`config.mk`:
```
export PLATFORM = sky130hd
export DESIGN_NAME = crc16_lfsr
export DESIGN_NICKNAME = d
export VERILOG_FILES = /design/src/rtl/crc_pkg.sv /design/src/rtl/crc16_lfsr.sv
export SDC_FILE = /design/constraint.sdc
export NUM_CORES = 1
export LEC_CHECK = 0
export ABC_AREA = 1
export BUFFER_PORTS_ARGS = -buffer_cell sky130_fd_sc_hd__buf_2
export CAP_MARGIN = 10
export CORE_MARGIN = 2
export CORE_UTILIZATION = 49
export CTS_CLUSTER_DIAMETER = 40
export CTS_CLUSTER_SIZE = 28
export DETAILED_ROUTE_END_ITERATION = 8
export GPL_TIMING_DRIVEN = 0
export PLACE_DENSITY = 0.76
export SLEW_MARGIN = 10
export SYNTH_ARGS = -nofsm -noshare
export SYNTH_HDL_FRONTEND = slang
export SYNTH_SLANG_ARGS = --single-unit
export TNS_END_PERCENT = 50
```
`constraint.sdc`:
```
create_clock -name i_clock -period 1.3 [get_ports i_clock]
set_clock_uncertainty 0.1 [all_clocks]
set_input_delay 0.065 -clock i_clock [delete_from_list [all_inputs] [get_ports i_clock]]
set_output_delay 0.065 -clock i_clock [all_outputs]
set_load 0.1 [all_outputs]
```
`src/rtl/crc_pkg.sv`:
```
// Shared CRC-16-CCITT definitions used by both the serial generator and checker:
// polynomial, preset, checker state encoding and the single-bit LFSR step.
package crc_pkg;

    localparam logic [15:0] CRC16_POLY = 16'h1021;
    localparam logic [15:0] CRC16_INIT = 16'hFFFF;
    localparam int          FCS_BITS   = 16;

    localparam logic [1:0] ST_IDLE = 2'd0;
    localparam logic [1:0] ST_DATA = 2'd1;
    localparam logic [1:0] ST_FCS  = 2'd2;
    localparam logic [1:0] ST_DONE = 2'd3;

    typedef enum logic [1:0] {
        S_IDLE = ST_IDLE,
        S_DATA = ST_DATA,
        S_FCS  = ST_FCS,
        S_DONE = ST_DONE
    } chk_state_e;

    // MSB-first serial step: shift left and fold in the polynomial when the feedback bit is set
    function automatic logic [15:0] crc16_step(input logic [15:0] r, input logic d);
        logic fb_s;
        fb_s = r[15] ^ d;
        return {r[14:0], 1'b0} ^ (fb_s ? CRC16_POLY : 16'h0000);
    endfunction

endpackage

```
`src/rtl/crc16_lfsr.sv`:
```
// Serial CRC-16-CCITT LFSR: preset on i_load, one MSB-first step per enabled bit.
module crc16_lfsr
    import crc_pkg::*;
#(
    parameter logic [15:0] INIT = CRC16_INIT
) (
    input  logic        i_clock,
    input  logic        i_nreset,
    input  logic        i_load,
    input  logic        i_en,
    input  logic        i_data,
    output logic [15:0] o_r
);

    // LFSR register; load takes priority over stepping
    always_ff @(posedge i_clock or negedge i_nreset) begin
        if (!i_nreset) begin
            o_r <= INIT;
        end else if (i_load) begin
            o_r <= INIT;
        end else if (i_en) begin
            o_r <= crc16_step(o_r, i_data);
        end else begin
            o_r <= o_r;
        end
    end

endmodule

```
# [Yosys cells after proc, flatten, opt, wreduce, memory -nomap -nowiden]
# Index checks and enable logic that the tools add are counted.
[word_totals] out_inout_bits=16 ff_bits=16 in_bits=5 elab_cells=7
[classes] n_reduce_logical=1 muxes=3 bitwise_logic=2
[op_table] op="$mux 16" n=2
[op_table] op="$xor 16x13->16" n=1
[op_table] op="$mux 13" n=1
[op_table] op="$reduce_bool 2->1" n=1
[op_table] op="$xor 1x1->1" n=1

# [Logic depth before layout (Yosys ltp)]
# Gate-level depths: netlist (run 1).
[depth] depth_word=5 mapped_depth=5 depth_no_buf=5

# [Worst setup path before layout (run 1)]
# No wires, ideal clock.
[synth_timing] path_type="reg2reg" from="register o_r[15]" to="register o_r[12]" path_stages_with_launch=6 t_arrival_ns=1.308 n_path_buf=0 setup_ns=0.078 slack_ns=-0.186 required_ns=1.122 cell_sequence="dfstp_2 inv_1 nand2_1 nand3_1 nand3_1 nand2_1"
[synth_via] elab_chain_len=5
[synth_rtl] element="start: declaration" line_no="crc16_lfsr.sv:12" source="output logic [15:0] o_r"
[synth_rtl] element="start signal: assignment" line_no="crc16_lfsr.sv:22" source="o_r <= crc16_step(o_r, i_data);"
[synth_rtl] element="start signal: assignment" line_no="crc16_lfsr.sv:24" source="o_r <= o_r;"
[synth_rtl] element="$xor 1x1->1" line_no="crc_pkg.sv:24" source="fb_s = r[15] ^ d;"
[synth_rtl] element="$mux 13" line_no="crc_pkg.sv:25" source="return {r[14:0], 1'b0} ^ (fb_s ? CRC16_POLY : 16'h0000);"
[synth_rtl] element="$xor 16x13->16" line_no="crc_pkg.sv:25"
[synth_rtl] element="$mux 16" line_no="crc16_lfsr.sv:21" source="end else if (i_en) begin"
[synth_rtl] element="$mux 16" line_no="crc16_lfsr.sv:19" source="end else if (i_load) begin"
# Every way passes these cells. The select of a mux whose other input is x is not followed.
# A chain may end at the register's enable or synchronous reset.

# [Worst setup path in the final report (run 1)]
[layout_timing] from="register o_r[2]" to="output port o_r[2]"
# No word-level cell between the ends.

==> out/metrics.yaml, run 1 <==
detailed_routing:
  wl_per_cell_um: 13.9
  first_pass_iters: 2
  drtIter0Drc: 13
  vias_per_cell: 5.19
  vias: 571
  ant_nets: 0
  routed_wl_um: 1530
  route.detailed.drc: 0
final_layout:
  diodes: 0
  area_growth_pct: 43.9
  num-nets-final: 100
  stdcell_count: 110
  top_regs: "o_r (16)"
  largest_register_ffs: 16
  regMostFlops: "o_r"
  drive_gt1_share_pct: 59.6
placement:
  io_buffers: 20
  dpl.hpwl_um: 1060
  place_congestion: 0.707
  dp_cells: 103
timing:
  tightest_slew_ns: 0.353
  max_freq_mhz: 780
  fin_setup_tns_ns: 0
  timing.slew.headroom_pct: 76.5
  min_period_ns: 1.28
  setup_viol: 0
  finalCritPeriodShare_pct: 98.6
  maxSlewViolCount: 0
  whs_ns: 0.0272
  finalHoldViolCount: 0
  rsz0062_at_grt: "yes"
clock_network:
  clkTransAtPathRegs_ns: 0.09
  cts_tree: "yes"
  cts_root_buf: "clkbuf_4"
  cts_buffers: 3
  post_cts_buffers: 0
  clock_latency_ns: 0.28
  clk_path_buf_depth: 2
  cts_max_level: 1
  clock_sinks: 16
floorplan:
  pin_count: 21
  die_area_um2: 1850
  fp.dieW_um: 43.0
  rows: 14
  start_util_pct: 50.6
  dieHeight_um: 43.0
  coreArea_um2: 1470
yosys:
  syn_inst: 67
  yosysTopAreaCell: "dfstp_2"
  ys_seq_area_share_pct: 56.5
  synthFlopType: "dfstp_2"
  synth-seq-cells: 16
  synth_common_cells: "16 x dfstp_2, 16 x inv_1, 9 x a22oi_2, 7 x nand2_1, 6 x nand3_1"
  synthArstFlopShare_pct: 100
  yosysWarnings: 0
  synth-edff-count: 0
  ys_types: 11
  syn_area_per_cell_um2: 11.1
  synthDominantCellAreaShare_pct: 56.5
  yosys-top-cells-area: "dfstp_2 56%, a22oi_2 15%, inv_1 8.1%, nand3_1 4.0%, nand2_1 3.5%"
  syn_nets: 72
  synthesis.area_um2: 744
global_routing:
  track_usage_pct: 18.0
  grt_busiest_layer: "met2"
  grt_max_degree: 17
  use_met2_pct: 31.5
  first_global_vias: 613
  overflow: 0
  use_met3_pct: 2.55
  antenna_found_initial: 0
  grt_use_met1_pct: 21.5
  grt_pass1_wl_um: 2460
critical_path:
  cp.required_ns: 1.13
  path_cells: "buf_8"
  cp-start-kind: "register"
  rrSetupSlack_ns: 0.12
  cp_num_buf_inv: 1
  slowest_delay_ns: 0.64
  cp_max_fo: 2
  crit_slowest_cell: "dfstp_4"
  arrival_ns: 1.12
  cp_top_family: "flip-flops"
  end_kind: "output port"
  crit_type: "reg2out"
pwr:
  peakVddDrop_mv: 0.783
  p_leak_uw: 0.000526
  p_per_area_nw_per_um2: 944
run_status:
  status: "complete, no violations"
min_path:
  hp-class: "in2reg"
flow_run:
  drv_cap: 0
==> power breakdown <==
part | internal, uW | switching, uW
clock network | 111 | 151
registers | 523 | 11.6
logic | 59.3 | 154
==> layer usage <==
| layer | routed length [um] | vias up | part of all wire (%) |
|---|---|---|---|
| li1 | - | 276 | - |
| met1 | 644 | 281 | 42 |
| met2 | 813 | 12 | 53 |
| met3 | 58 | 2 | 3.8 |
| met4 | 16 | 0 | 1.0 |
| met5 | 0 | - | 0 |
==> final cells by class <==
class                           count  area (um^2)
Buffer                              2         22.5
Clock buffer                        3         22.5
Clock inverter                      1         3.75
Fill cell                         107          400
Inverter                           16         60.1
Multi-Input combinational cell     33          244
Sequential cell                    16          447
Tap cell                           16         20.0
Timing Repair Buffer               23          251
==> per-stage QoR <==
| step | setup slack, ns | utilization [%] | power [uW] | cell area [um^2] |
|---|---|---|---|---|
| 6_report | 0.0176 | 72.8 | 1010 | 1070 |
| 3_5_place_dp | 0.105 | 60.7 | 727 | 893 |
| 4_1_cts | 0.0000642 | 70.4 | 1020 | 1040 |
| 5_1_grt | -0.00427 | 72.8 | 1050 | 1070 |
| 3_3_place_gp | 0.106 | 60.7 | 723 | 893 |
| 2_1_floorplan | -0.0413 | - | 687 | 773 |
==> what timing repair did <==
| action | 4_1_cts | 5_1_grt |
|---|---|---|
| hold buffers | 3 | 0 |
| resized for setup | 28 | 9 |
| hold endpoints to repair | 18 | 0 |
| endpoints found under the setup margin | 16 | 10 |
==> final timing paths <==
kind / start / end / cells past startpoint
setup / recovery: o_r[2] / o_r[2] / 1
hold / removal: i_data / o_r[0] / 4
setup reg to reg: o_r[15] / o_r[12] / 5
hold reg to reg: o_r[10] / o_r[11] / 2
max in group asynchronous: i_nreset / o_r[11] / 2
min in group asynchronous: i_nreset / o_r[9] / 2
==> cells by family after synthesis <==
family	synth area share, %
DFF	56.5
AOI/OAI and AO/OA	21.8
and+or+nand+nor	10.6
buffers and inverters	11.1
==> cells in the final DEF (no fill, tap or decap), types with 3 or more instances in the layout <==
| master | synthesis | final |
|---|---|---|
| inv_1 | 16 | 15 |
| a22oi_2 | 9 | 9 |
| dfstp_2 | 16 | 9 |
| buf_6 | 2 | 7 |
| dfstp_4 | 0 | 7 |
| nand2_1 | 7 | 6 |
| nand3_1 | 6 | 6 |
| buf_8 | 0 | 5 |
| buf_2 | 0 | 4 |
| buf_4 | 0 | 4 |
| a22oi_1 | 3 | 3 |
| clkbuf_4 | 0 | 3 |
| dlygate4sd3_1 | 0 | 3 |
No activity file was read; power rests on OpenSTA's default activity.
==> run 2, diff against run 1 <==
RECOVER_POWER = 50   (was not set)
==> run 2 against run 1 <==
Net effect:
- design area shrank 0.70%
- sequential power is essentially flat
- routed wire length grew 0.20%
- count of clock-buffer cells in the layout is the same
- sequential share of layout area grew 0.29 points
- total power shrank 0.29%
- non-clock buffer count is the same
- die area is the same
- largest cell class unchanged
==> out/metrics.yaml, run 2 (same netlist as run 1, synthesis figures left out) <==
run_status:
  status: "complete, no violations"
critical_path:
  cp_top_family: "flip-flops"
  crit_type: "reg2out"
  cp.required_ns: 1.13
  reg2reg_to: "o_r[12]"
  crit_slowest_cell: "dfstp_4"
  cp-start-kind: "register"
  rrSetupSlack_ns: 0.12
  cp_num_buf_inv: 1
  ff2ff_path_depth: 5
  slowest_delay_ns: 0.64
  path_cells: "buf_8"
  end_kind: "output port"
  cp_max_fo: 2
  arrival_ns: 1.12
  timing.rr.start: "o_r[15]"
timing:
  min_period_ns: 1.28
  maxSlewViolCount: 0
  finalCritPeriodShare_pct: 98.7
  finalHoldViolCount: 0
  rsz0062_at_grt: "yes"
  max_freq_mhz: 779
  tightest_slew_ns: 0.840
  timing.slew.headroom_pct: 44.0
  setup_viol: 0
  whs_ns: 0.0273
global_routing:
  grt_pass1_wl_um: 2460
  grt_max_degree: 17
  first_global_vias: 613
  antenna_found_initial: 0
  overflow: 0
  track_usage_pct: 18.0
detailed_routing:
  ant_nets: 0
  wl_per_cell_um: 14.0
  route.detailed.drc: 0
  first_pass_iters: 2
  vias_per_cell: 5.15
  drtIter0Drc: 10
  routed_wl_um: 1540
  vias: 567
clock_network:
  post_cts_buffers: 0
  cts_max_level: 1
  cts_buffers: 3
  cts_tree: "yes"
  clk_path_buf_depth: 2
  clkTransAtPathRegs_ns: 0.09
  clock_latency_ns: 0.28
  cts_root_buf: "clkbuf_4"
  clock_sinks: 16
pwr:
  peakVddDrop_mv: 0.782
  p_leak_uw: 0.000522
  total_power_uw: 1010
  p_per_area_nw_per_um2: 947
final_layout:
  final_common_cell: "inv_1"
  largest_register_ffs: 16
  fillers: 110
  multi_input_area_um2: 241
  regArea_um2: 447
  layout_common_cells: "15 x inv_1, 9 x a22oi_2, 9 x dfstp_2, 7 x dfstp_4"
  num-nets-final: 100
  drive_gt1_share_pct: 57.4
  diodes: 0
  regMostFlops: "o_r"
  top_regs: "o_r (16)"
  area_growth_pct: 42.9
floorplan:
  fp.dieW_um: 43.0
  dieHeight_um: 43.0
  rows: 14
  die_area_um2: 1850
  coreArea_um2: 1470
  pin_count: 21
  start_util_pct: 50.6
min_path:
  hp-class: "in2reg"
  hp-start: "i_data"
  worst_hold_path.num_cells: 4
  hold_end: "o_r[0]"
placement:
  dpl.hpwl_um: 1060
  io_buffers: 20
  place_congestion: 0.707
flow_run:
  drv_cap: 0
==> run 2: changes by cell type in the layout (fill, tap and decap cells not counted), sizes merged <==
cell    delta
buf        -1
clkbuf     +1
==> run 2: layer usage <==
layer	track usage (%)	up-vias	part of all wire [%]	wire length [um]
met5	0	-	0	0
met4	8.48	0	1.0	16
met3	2.55	2	3.8	58
met2	31.5	12	53	815
met1	21.5	277	42	646
li1	-	276	-	-
==> run 2: where the power goes <==
group,switching [uW],internal (uW),total [uW]
sequential,11.6,523,535
clock,151,111,262
combinational,153,57.5,211
total,316,692,1010
==> run 2: worst max-delay path by stage <==
| stage | end | cells after the start | startpoint |
|---|---|---|---|
| 2_1_floorplan | o_r[7] | 2 | o_r[7] |
| 3_3_place_gp | o_r[15] | 1 | o_r[15] |
| 3_5_place_dp | o_r[15] | 1 | o_r[15] |
| 4_1_cts | o_r[14] | 1 | o_r[14] |
| 5_1_grt | o_r[15] | 1 | o_r[15] |
| 6_report | o_r[2] | 1 | o_r[2] |
==> run 2: layout make-up <==
type                            count  area share (%)
Sequential cell                    16            42.0
Timing Repair Buffer               23            23.5
Multi-Input combinational cell     33            22.7
Inverter                           16            5.65
Clock buffer                        3            2.12
Tap cell                           16            1.88
Buffer                              2            1.76
Clock inverter                      1           0.353
==> run 2: per-stage QoR <==
step | area [um^2] | std cells | setup slack (ns) | util (%) | TNS (ns)
6_report | 1060 | 110 | 0.0170 | 72.3 | 0
5_1_grt | 1060 | 110 | -0.00427 | 72.3 | -0.0129
4_1_cts | 1040 | 110 | 0.0000642 | 70.4 | 0
3_5_place_dp | 893 | 103 | 0.105 | 60.7 | 0
3_3_place_gp | 893 | 103 | 0.106 | 60.7 | 0
2_1_floorplan | 773 | 67 | -0.0413 | - | -0.209
==> run 2: timing repair <==
| item | 4_1_cts | 5_1_grt |
|---|---|---|
| resized for setup | 28 | 9 |
| hold endpoints to repair | 18 | 0 |
| pin swaps | 0 | 0 |
| setup endpoints to repair | 16 | 10 |
| hold buffers | 3 | 0 |
==> run 3, diff against run 2 <==
--- a/constraint.sdc
+++ b/constraint.sdc
@@ -4,2 +4,2 @@
 set_output_delay 0.065 -clock i_clock [all_outputs]
-set_load 0.1 [all_outputs]
+set_load 0.01 [all_outputs]
==> run 3 against run 2 <==
Net effect:
- sequential share of layout area is 3.6 points higher
- die area unchanged
- via count shrank 0.71%
- worst hold slack lost 0.015 ns
- total power decreased by 4.1%
- setup slack better by 0.11 ns
- global-route usage increased by 1.4 points
- combinational power decreased by 50%
- flip-flop and latch count stayed put
- largest cell class unchanged
==> out/metrics.yaml, run 3 (same netlist as run 1, synthesis figures left out) <==
critical_path:
  cp_max_fo: 10
  arrival_ns: 1.29
  path_cells: "dlygate4sd3_1, buf_2, nor2_2, buf_6, a22oi_2"
  cp_top_family: "buffers and inverters"
  cp_num_buf_inv: 3
  cp-start-kind: "input pin"
  crit_slowest_cell: "dlygate4sd3_1"
  end_kind: "register"
  cp.required_ns: 1.42
  slowest_delay_ns: 0.53
  crit_type: "in2reg"
clock_network:
  cts_buffers: 3
  cts_root_buf: "clkbuf_4"
  clkTransAtPathRegs_ns: 0.10
  post_cts_buffers: 0
  clk_path_buf_depth: 2
  clock_latency_ns: 0.29
  clock_sinks: 16
  cts_max_level: 1
  cts_tree: "yes"
timing:
  finalHoldViolCount: 0
  setup_viol: 0
  rsz0062_at_grt: "no"
  timing.slew.headroom_pct: 43.6
  finalCritPeriodShare_pct: 90.4
  min_period_ns: 1.17
  maxSlewViolCount: 0
  tightest_slew_ns: 0.845
  max_freq_mhz: 851
  fin_setup_tns_ns: 0
detailed_routing:
  vias_per_cell: 5.12
  drtIter0Drc: 5
  ant_nets: 0
  first_pass_iters: 4
  wl_per_cell_um: 12.9
  route.detailed.drc: 0
  routed_wl_um: 1420
  vias: 563
final_layout:
  layout_common_cells: "16 x inv_1, 15 x dfstp_2, 13 x buf_2, 9 x a22oi_2"
  fillers: 133
  top_regs: "o_r (16)"
  fin_util_pct: 62.7
  diodes: 0
  final_common_cell: "inv_1"
  area_growth_pct: 23.9
  regMostFlops: "o_r"
  drive_gt1_share_pct: 50.0
  largest_register_ffs: 16
  num-nets-final: 100
floorplan:
  fp.dieW_um: 43.0
  start_util_pct: 50.6
  pin_count: 21
  die_area_um2: 1850
  coreArea_um2: 1470
  rows: 14
  dieHeight_um: 43.0
pwr:
  peakVddDrop_mv: 0.642
  p_per_area_nw_per_um2: 1050
  p_leak_uw: 0.000456
placement:
  dpl.hpwl_um: 1060
  place_congestion: 0.696
  io_buffers: 20
flow_run:
  drv_cap: 0
global_routing:
  overflow: 0
  track_usage_pct: 19.4
  antenna_found_initial: 0
  first_global_vias: 564
  grt_pass1_wl_um: 2520
  grt_max_degree: 17
min_path:
  hp-class: "in2reg"
run_status:
  status: "complete, no violations"
==> run 3: final cells by class <==
type                            count  area (um^2)  share of cell area (%)
Sequential cell                    16          420                    45.6
Multi-Input combinational cell     33          241                    26.2
Buffer                              2         22.5                    2.44
Timing Repair Buffer               23          121                    13.2
Inverter                           16         60.1                    6.51
Tap cell                           16         20.0                    2.17
Clock buffer                        4         36.3                    3.93
==> run 3: where the power goes <==
group	leakage, uW	internal [uW]	switching, uW
sequential	0.000167	521	7.01
combinational	0.000268	39.6	66.0
clock	0.0000210	171	163
total	0.000456	731	236
==> run 3: what timing repair did <==
item,4_1_cts,5_1_grt
endpoints found under the hold margin,18,0
endpoints found under the setup margin,0,0
hold buffers,3,0
gates resized for setup,0,0
==> run 3: worst paths after layout <==
| kind | start | slack [ns] | end | cells past startpoint |
|---|---|---|---|---|
| max reg2reg | o_r[15] | 0.19 | o_r[0] | 4 |
| max | i_load | 0.13 | o_r[7] | 5 |
| min | i_data | 0.01 | o_r[0] | 4 |
| min reg2reg | o_r[10] | 0.41 | o_r[11] | 2 |
| max in group asynchronous | i_nreset | 0.37 | o_r[15] | 2 |
| min in group asynchronous | i_nreset | 0.69 | o_r[1] | 2 |
==> run 3: per-stage QoR <==
stage / instance area [um^2] / hold WS, ns / instances / setup WS [ns] / total power (uW)
finish: 922 / 0.0119 / 110 / 0.125 / 967
global route: 922 / 0.0440 / 110 / 0.0762 / 1010
CTS: 931 / 0.00980 / 110 / 0.132 / 977
detailed placement: 865 / 0.184 / 103 / 0.204 / 637
global placement: 865 / 0.166 / 103 / 0.210 / 634
floorplan: 744 / -0.183 / 67 / 0.239 / 595
==> run 3: tightest hold or removal path, stage by stage <==
cell and delay (ns):
buf_2 0.10, nand2_1 0.09, nand2_1 0.09, a22oi_1 0.06
==> run 3: metal layers <==
layer / global-route usage, % / routed length (um) / vias up
met5: 0 / 0 / -
met1: 25.5 / 619 / 271
met3: 3.83 / 54 / 4
met4: 12.7 / 47 / 0
li1: - / - / 276
met2: 29.1 / 692 / 12
